[src/rtl/uart_baud_gen_frac.sv]
// uart_baud_gen_frac
//   Runtime-programmable fractional baud-rate generator. A down-counter
//   produces one os_tick every act_int (+1 on fractional carry) clocks, and
//   every OVERSAMPLE-th os_tick is also a bit_tick. A new divisor is taken
//   over a valid/ready handshake and only applied at a period boundary,
//   so no tick interval is ever cut short.
//
// Ports
//   clk        system clock
//   rst        asynchronous active-high reset
//   en         run enable; low holds the counter at a full period
//   cfg_valid  a new divisor is offered
//   cfg_int    integer clocks per os_tick (values below 2 are stored as 2)
//   cfg_frac   fractional clocks per os_tick, units of 2^-FRAC_W
//   cfg_ready  an update can be accepted
//   os_tick    oversample enable, one cycle wide
//   bit_tick   bit enable, coincident with every OVERSAMPLE-th os_tick
//   cur_div    active divisor as {int, frac}
module uart_baud_gen_frac #(
   parameter int CLOCK_RATE = 100_000_000,
   parameter int BAUD_RATE  = 57_600,
   parameter int OVERSAMPLE = 16,
   parameter int INT_W      = 16,
   parameter int FRAC_W     = 4
) (
   input  logic                    clk,
   input  logic                    rst,
   input  logic                    en,
   input  logic                    cfg_valid,
   input  logic [INT_W-1:0]        cfg_int,
   input  logic [FRAC_W-1:0]       cfg_frac,
   output logic                    cfg_ready,
   output logic                    os_tick,
   output logic                    bit_tick,
   output logic [INT_W+FRAC_W-1:0] cur_div
);

   localparam int PH_W = $clog2(OVERSAMPLE);

   // Reset divisor, rounded to the nearest 2^-FRAC_W clock.
   localparam logic [63:0] CLK64 = 64'(CLOCK_RATE);
   localparam logic [63:0] DEN   = 64'(OVERSAMPLE) * 64'(BAUD_RATE);
   localparam logic [63:0] DEF   = ((CLK64 << FRAC_W) + (DEN >> 1)) / DEN;
   localparam logic [INT_W-1:0]  DEF_INT  = DEF[FRAC_W +: INT_W];
   localparam logic [FRAC_W-1:0] DEF_FRAC = DEF[FRAC_W-1:0];

   // An integer divisor below 2 would give back-to-back or stuck ticks.
   function automatic logic [INT_W-1:0] clamp_int(input logic [INT_W-1:0] v);
      return (v < INT_W'(2)) ? INT_W'(2) : v;
   endfunction

   logic [INT_W-1:0]  cnt;
   logic [FRAC_W-1:0] acc;
   logic [PH_W-1:0]   phase;
   logic [INT_W-1:0]  act_int;
   logic [FRAC_W-1:0] act_frac;
   logic [INT_W-1:0]  pend_int;
   logic [FRAC_W-1:0] pend_frac;
   logic              pend;

   logic              tc;
   logic              xfer;
   logic              apply;
   logic [FRAC_W:0]   acc_sum;

   assign tc      = (cnt == '0);
   assign xfer    = cfg_valid & cfg_ready;
   // A pending divisor lands on a period boundary, or at once when idle.
   assign apply   = pend & (~en | tc);
   assign acc_sum = {1'b0, acc} + {1'b0, act_frac};
   assign cur_div = {act_int, act_frac};

   // ---- period counter, fractional accumulator and tick registers ----
   always_ff @(posedge clk or posedge rst) begin
      if (rst) begin
         cnt       <= DEF_INT - INT_W'(1);
         acc       <= '0;
         phase     <= '0;
         act_int   <= DEF_INT;
         act_frac  <= DEF_FRAC;
         pend_int  <= '0;
         pend_frac <= '0;
         pend      <= 1'b0;
         cfg_ready <= 1'b1;
         os_tick   <= 1'b0;
         bit_tick  <= 1'b0;
      end else begin
         if (xfer) begin
            pend      <= 1'b1;
            pend_int  <= clamp_int(cfg_int);
            pend_frac <= cfg_frac;
         end else if (apply) begin
            pend <= 1'b0;
         end

         // Ready stays low through the apply cycle and returns one edge later.
         cfg_ready <= ~(pend | xfer);

         os_tick  <= en & tc;
         bit_tick <= en & tc & (phase == PH_W'(OVERSAMPLE - 1));

         if (apply) begin
            act_int  <= pend_int;
            act_frac <= pend_frac;
            acc      <= '0;
            cnt      <= pend_int - INT_W'(1);
         end else if (!en) begin
            acc <= '0;
            cnt <= act_int - INT_W'(1);
         end else if (tc) begin
            // Carry out of the fraction stretches the next period by one clock.
            acc <= acc_sum[FRAC_W-1:0];
            cnt <= act_int - INT_W'(1) + INT_W'(acc_sum[FRAC_W]);
         end else begin
            cnt <= cnt - INT_W'(1);
         end

         if (!en) begin
            phase <= '0;
         end else if (tc) begin
            phase <= phase + PH_W'(1);
         end
      end
   end

endmodule
[config.mk]
export PLATFORM = sky130hd
export DESIGN_NAME = uart_baud_gen_frac
export DESIGN_NICKNAME = d
export VERILOG_FILES = /design/src/rtl/uart_baud_gen_frac.sv
export SDC_FILE = /design/constraint.sdc
export NUM_CORES = 1
export LEC_CHECK = 0
export CAP_MARGIN = 10
export CORE_ASPECT_RATIO = 1.5
export CORE_MARGIN = 4
export CORE_UTILIZATION = 48
export DETAILED_ROUTE_END_ITERATION = 10
export PLACE_DENSITY = 0.66
export SYNTH_ARGS = -nofsm -noshare
export SYNTH_HDL_FRONTEND = slang
export SYNTH_SLANG_ARGS = --single-unit
[constraint.sdc]
create_clock -name clk -period 3.25 [get_ports clk]
set_input_delay 0.4875 -clock clk [delete_from_list [all_inputs] [get_ports clk]]
set_output_delay 0.4875 -clock clk [all_outputs]
set_load 0.1 [all_outputs]
==> impl_metrics.py <==
metrics = {
    "clock_tree": {
        "postCtsHoldBufs": 0,
        "cts_htree_levels": 3,
        "cts_root_buf": "clkbuf_16",
        "clk_path_buf_depth": 2,
        "insertion_delay_ns": 0.34,
        "cts_made_buffers": 9,
        "cts_tree": "yes",
        "clk_pin_slew_ns": 0.06,
        "cts.sinks": 68,
    },
    "grt": {
        "grtUsageTotal_pct": 20.8,
        "gr-total-overflow": 0,
        "antenna_found_initial": 0,
        "grt_pass1_vias": 3712,
        "grt_max_degree": 36,
        "grt_first_pass_wirelength_um": 17800,
    },
    "worst_setup_path": {
        "cp-end-kind": "flop",
        "crit_type": "reg -> reg",
        "crit_family": "adder cells",
        "max_stage_delay_ns": 0.38,
        "crit_chain": "ha_1, inv_1, fa_1, nor2b_2, o21ai_0, nand2b_1, ha_1, ha_2, o221ai_2, a21o_1, nor3b_4, mux2_1, a211o_1",
        "cp_data_required_time_ns": 3.47,
        "path_max_fanout": 3,
        "worst_path_most_repeated_cell": "ha_1",
        "startpoint_type": "flop",
        "crit_buf_inv": 1,
        "critPathArrivalTime_ns": 3.25,
        "crit_slowest_cell": "fa_1",
    },
    "power_and_ir_drop": {
        "p_switching_mw": 2.62,
        "peakVddDrop_v": 0.000639,
        "total_power_mw": 5.37,
        "p_sw_share_pct": 48.8,
        "p_per_area_mw_per_mm2": 1010,
        "power_frac_seq_pct": 32.3,
        "clkPwrFrac_pct": 18.4,
        "p_comb_share_pct": 49.3,
        "leakage_nw": 2.10,
        "intPower_mw": 2.75,
    },
    "placement": {
        "placement.cell_area_mm2": 0.00495,
        "preCtsSetupSlack_ns": 0.142,
        "place.gp.congestion": 0.868,
        "numPortBuffers": 46,
        "dp_hpwl_um": 8090,
        "place_inst": 601,
    },
    "floorplan": {
        "die_area_mm2": 0.0108,
        "io_pins": 47,
        "dieWidth_um": 86.3,
        "rows": 42,
        "coreArea_mm2": 0.00888,
        "start_util_pct": 49.7,
        "die_h_um": 125,
    },
    "timing": {
        "fin_setup_tns_ns": 0,
        "fin_hold_ws_ns": 0.478,
        "min_period_over_period_pct": 93.3,
        "clock_skew_ns": 0.00815,
        "timing_hold_violations_final": 0,
        "final-setup-viol-count": 0,
        "slew_headroom_pct": 35.5,
        "fmax_mhz": 330,
        "finalCriticalPeriod_ns": 3.03,
        "setup_ws_ns": 0.218,
        "tightestPinTransition_ns": 0.964,
        "slew_viol_final": 0,
    },
    "logic_synthesis": {
        "synth_warnings": 0,
        "avgSynthCellArea_um2": 9.60,
        "synth_flop_cell": "dfrtp_1",
        "seq_area_frac_synth_pct": 38.8,
        "netlist_area_mm2": 0.00442,
        "synthArstFlopShare_pct": 100,
        "ys_ff_latch": 68,
        "postSynthNetCount": 495,
        "synth_cell_type_count": 65,
        "synth_edf_count": 0,
        "syn_inst": 460,
    },
    "cells_and_area": {
        "utilization_pct": 59.7,
        "fill_cells": 785,
        "nets": 540,
        "drive_gt1_share_pct": 22.5,
        "n_antenna_cell": 0,
        "final_cell_area_mm2": 0.00530,
        "fin_cells": 620,
        "area_growth_pct": 20.0,
    },
    "drt": {
        "drc": 0,
        "drt_iter0_drc": 265,
        "dr.pass1.iters": 4,
        "ant_nets": 0,
        "routed_wl_um": 10800,
        "vias": 3669,
        "wl_per_cell_um": 17.4,
        "via_per_inst": 5.92,
    },
    "worst_hold_path": {
        "hold_class": "reg -> reg",
    },
    "run_status": {
        "status": "complete, no violations",
    },
    "run": {
        "maxCapViolCount": 0,
    },
}
[routing by layer]
metal	up-vias	global-route usage (%)	wire, um
li1	1776	-	-
met1	1767	25.2	4410
met2	101	35.3	5630
met3	25	3.82	484
met4	0	9.08	296
met5	-	0	0
[cells in the mapped netlist (7+ instances only)]
library cell   n  share of area, %
dfrtp_1       57                32
mux2_2        33               8.4
nor2_1        31               2.6
xnor2_1       28               5.6
nand2_1       27               2.3
o21ai_0       24               2.7
a21oi_1       22               2.5
xor2_1        17               3.4
inv_1         16               1.4
nand3_1       14               1.6
clkbuf_1      13               1.1
nor4_1        12               1.7
dfstp_2       11               6.5
ha_1          10               2.8
or3_1          9               1.3
nor3_1         8              0.91
buf_2          7              0.79
nor2b_1        7              0.99
o31ai_1        7               1.2
or4_1          7               1.2
[worst register-to-register path, stage by stage (launching register included)]
cell,delay (ns)
dfrtp_2,0.36
ha_1,0.17
inv_1,0.06
fa_1,0.38
nor2b_2,0.13
o21ai_0,0.08
nand2b_1,0.10
ha_1,0.19
ha_2,0.21
o221ai_2,0.12
a21o_1,0.23
nor3b_4,0.24
mux2_1,0.34
a211o_1,0.30
[cells in the final DEF, fill, tap and decap left out, drive strengths merged, types with 5 or more instances in the layout]
cell / n
a22oi: 6
o31ai: 7
o21ai: 25
buf: 35
nand2: 27
nor3: 10
a21oi: 22
dfstp: 11
nor4: 15
inv: 16
clkdlybuf4s50: 26
dfrtp: 57
a211oi: 5
mux2: 38
xnor2: 28
nand3: 14
ha: 10
o211ai: 6
or3: 9
xor2: 17
or4: 8
nor2: 31
clkbuf: 12
nor2b: 7
[flip-flops by register name, summed over array words and instances (netlist names), 4 cells and up]
name	count
cnt	16
act_int	16
act_frac	4
acc	4
pend_int	16
pend_frac	4
phase	4
[kinds of logic after synthesis]
| logic type | Yosys count | synth area share [%] |
|---|---|---|
| multiplexers | 39 | 9.92 |
| XOR/XNOR | 45 | 8.92 |
| flip-flops | 68 | 38.8 |
| AND/OR/NAND/NOR | 152 | 19.5 |
| adder cells (fa/ha/maj) | 11 | 3.29 |
| buffers and inverters | 43 | 4.02 |
| AO/OA/AOI/OAI | 102 | 15.5 |
[cell type report]
cell class	count	area [um^2]	area share [%]
multi-input combinational	349	2540	48.0
sequential	68	1720	32.5
timing repair buffer	61	536	10.1
clock buffer	12	256	4.84
tap	110	138	2.60
inverter	16	60.1	1.13
clock inverter	4	47.5	0.897
[final timing paths]
check	to	cells after the start	startpoint	slack, ns
worst max-delay path	cnt[12]$_DFF_PP0_	13	act_frac[0]$_DFFE_PP0P_	0.22
worst min-delay path	act_frac[3]$_DFFE_PP1P_	1	pend_frac[3]$_DFFE_PP0P_	0.48
worst max register to register	cnt[12]$_DFF_PP0_	13	act_frac[0]$_DFFE_PP0P_	0.22
worst min register to register	act_frac[3]$_DFFE_PP1P_	1	pend_frac[3]$_DFFE_PP0P_	0.48
max in group asynchronous	cnt[6]$_DFF_PP1_	3	rst	1.96
min in group asynchronous	act_int[0]$_DFFE_PP0P_	2	rst	0.60
[power by group through the flow]
stage / clock, mW / sequential [mW] / combinational, mW
after floorplan: 0 / 2.48 / 1.28
after detailed placement: 0 / 1.75 / 2.63
after global routing: 1.04 / 1.81 / 2.83
final: 0.987 / 1.74 / 2.65
after CTS: 1.00 / 1.73 / 2.65
after global placement: 0 / 1.72 / 2.60
[timing repair]
| item | CTS | global route |
|---|---|---|
| gates resized for setup | 0 | 4 |
| endpoints found under the setup margin | 0 | 1 |
| buffers inserted | 0 | 3 |
| hold endpoints to repair | 0 | 0 |
(Power assumes the default switching activity.)
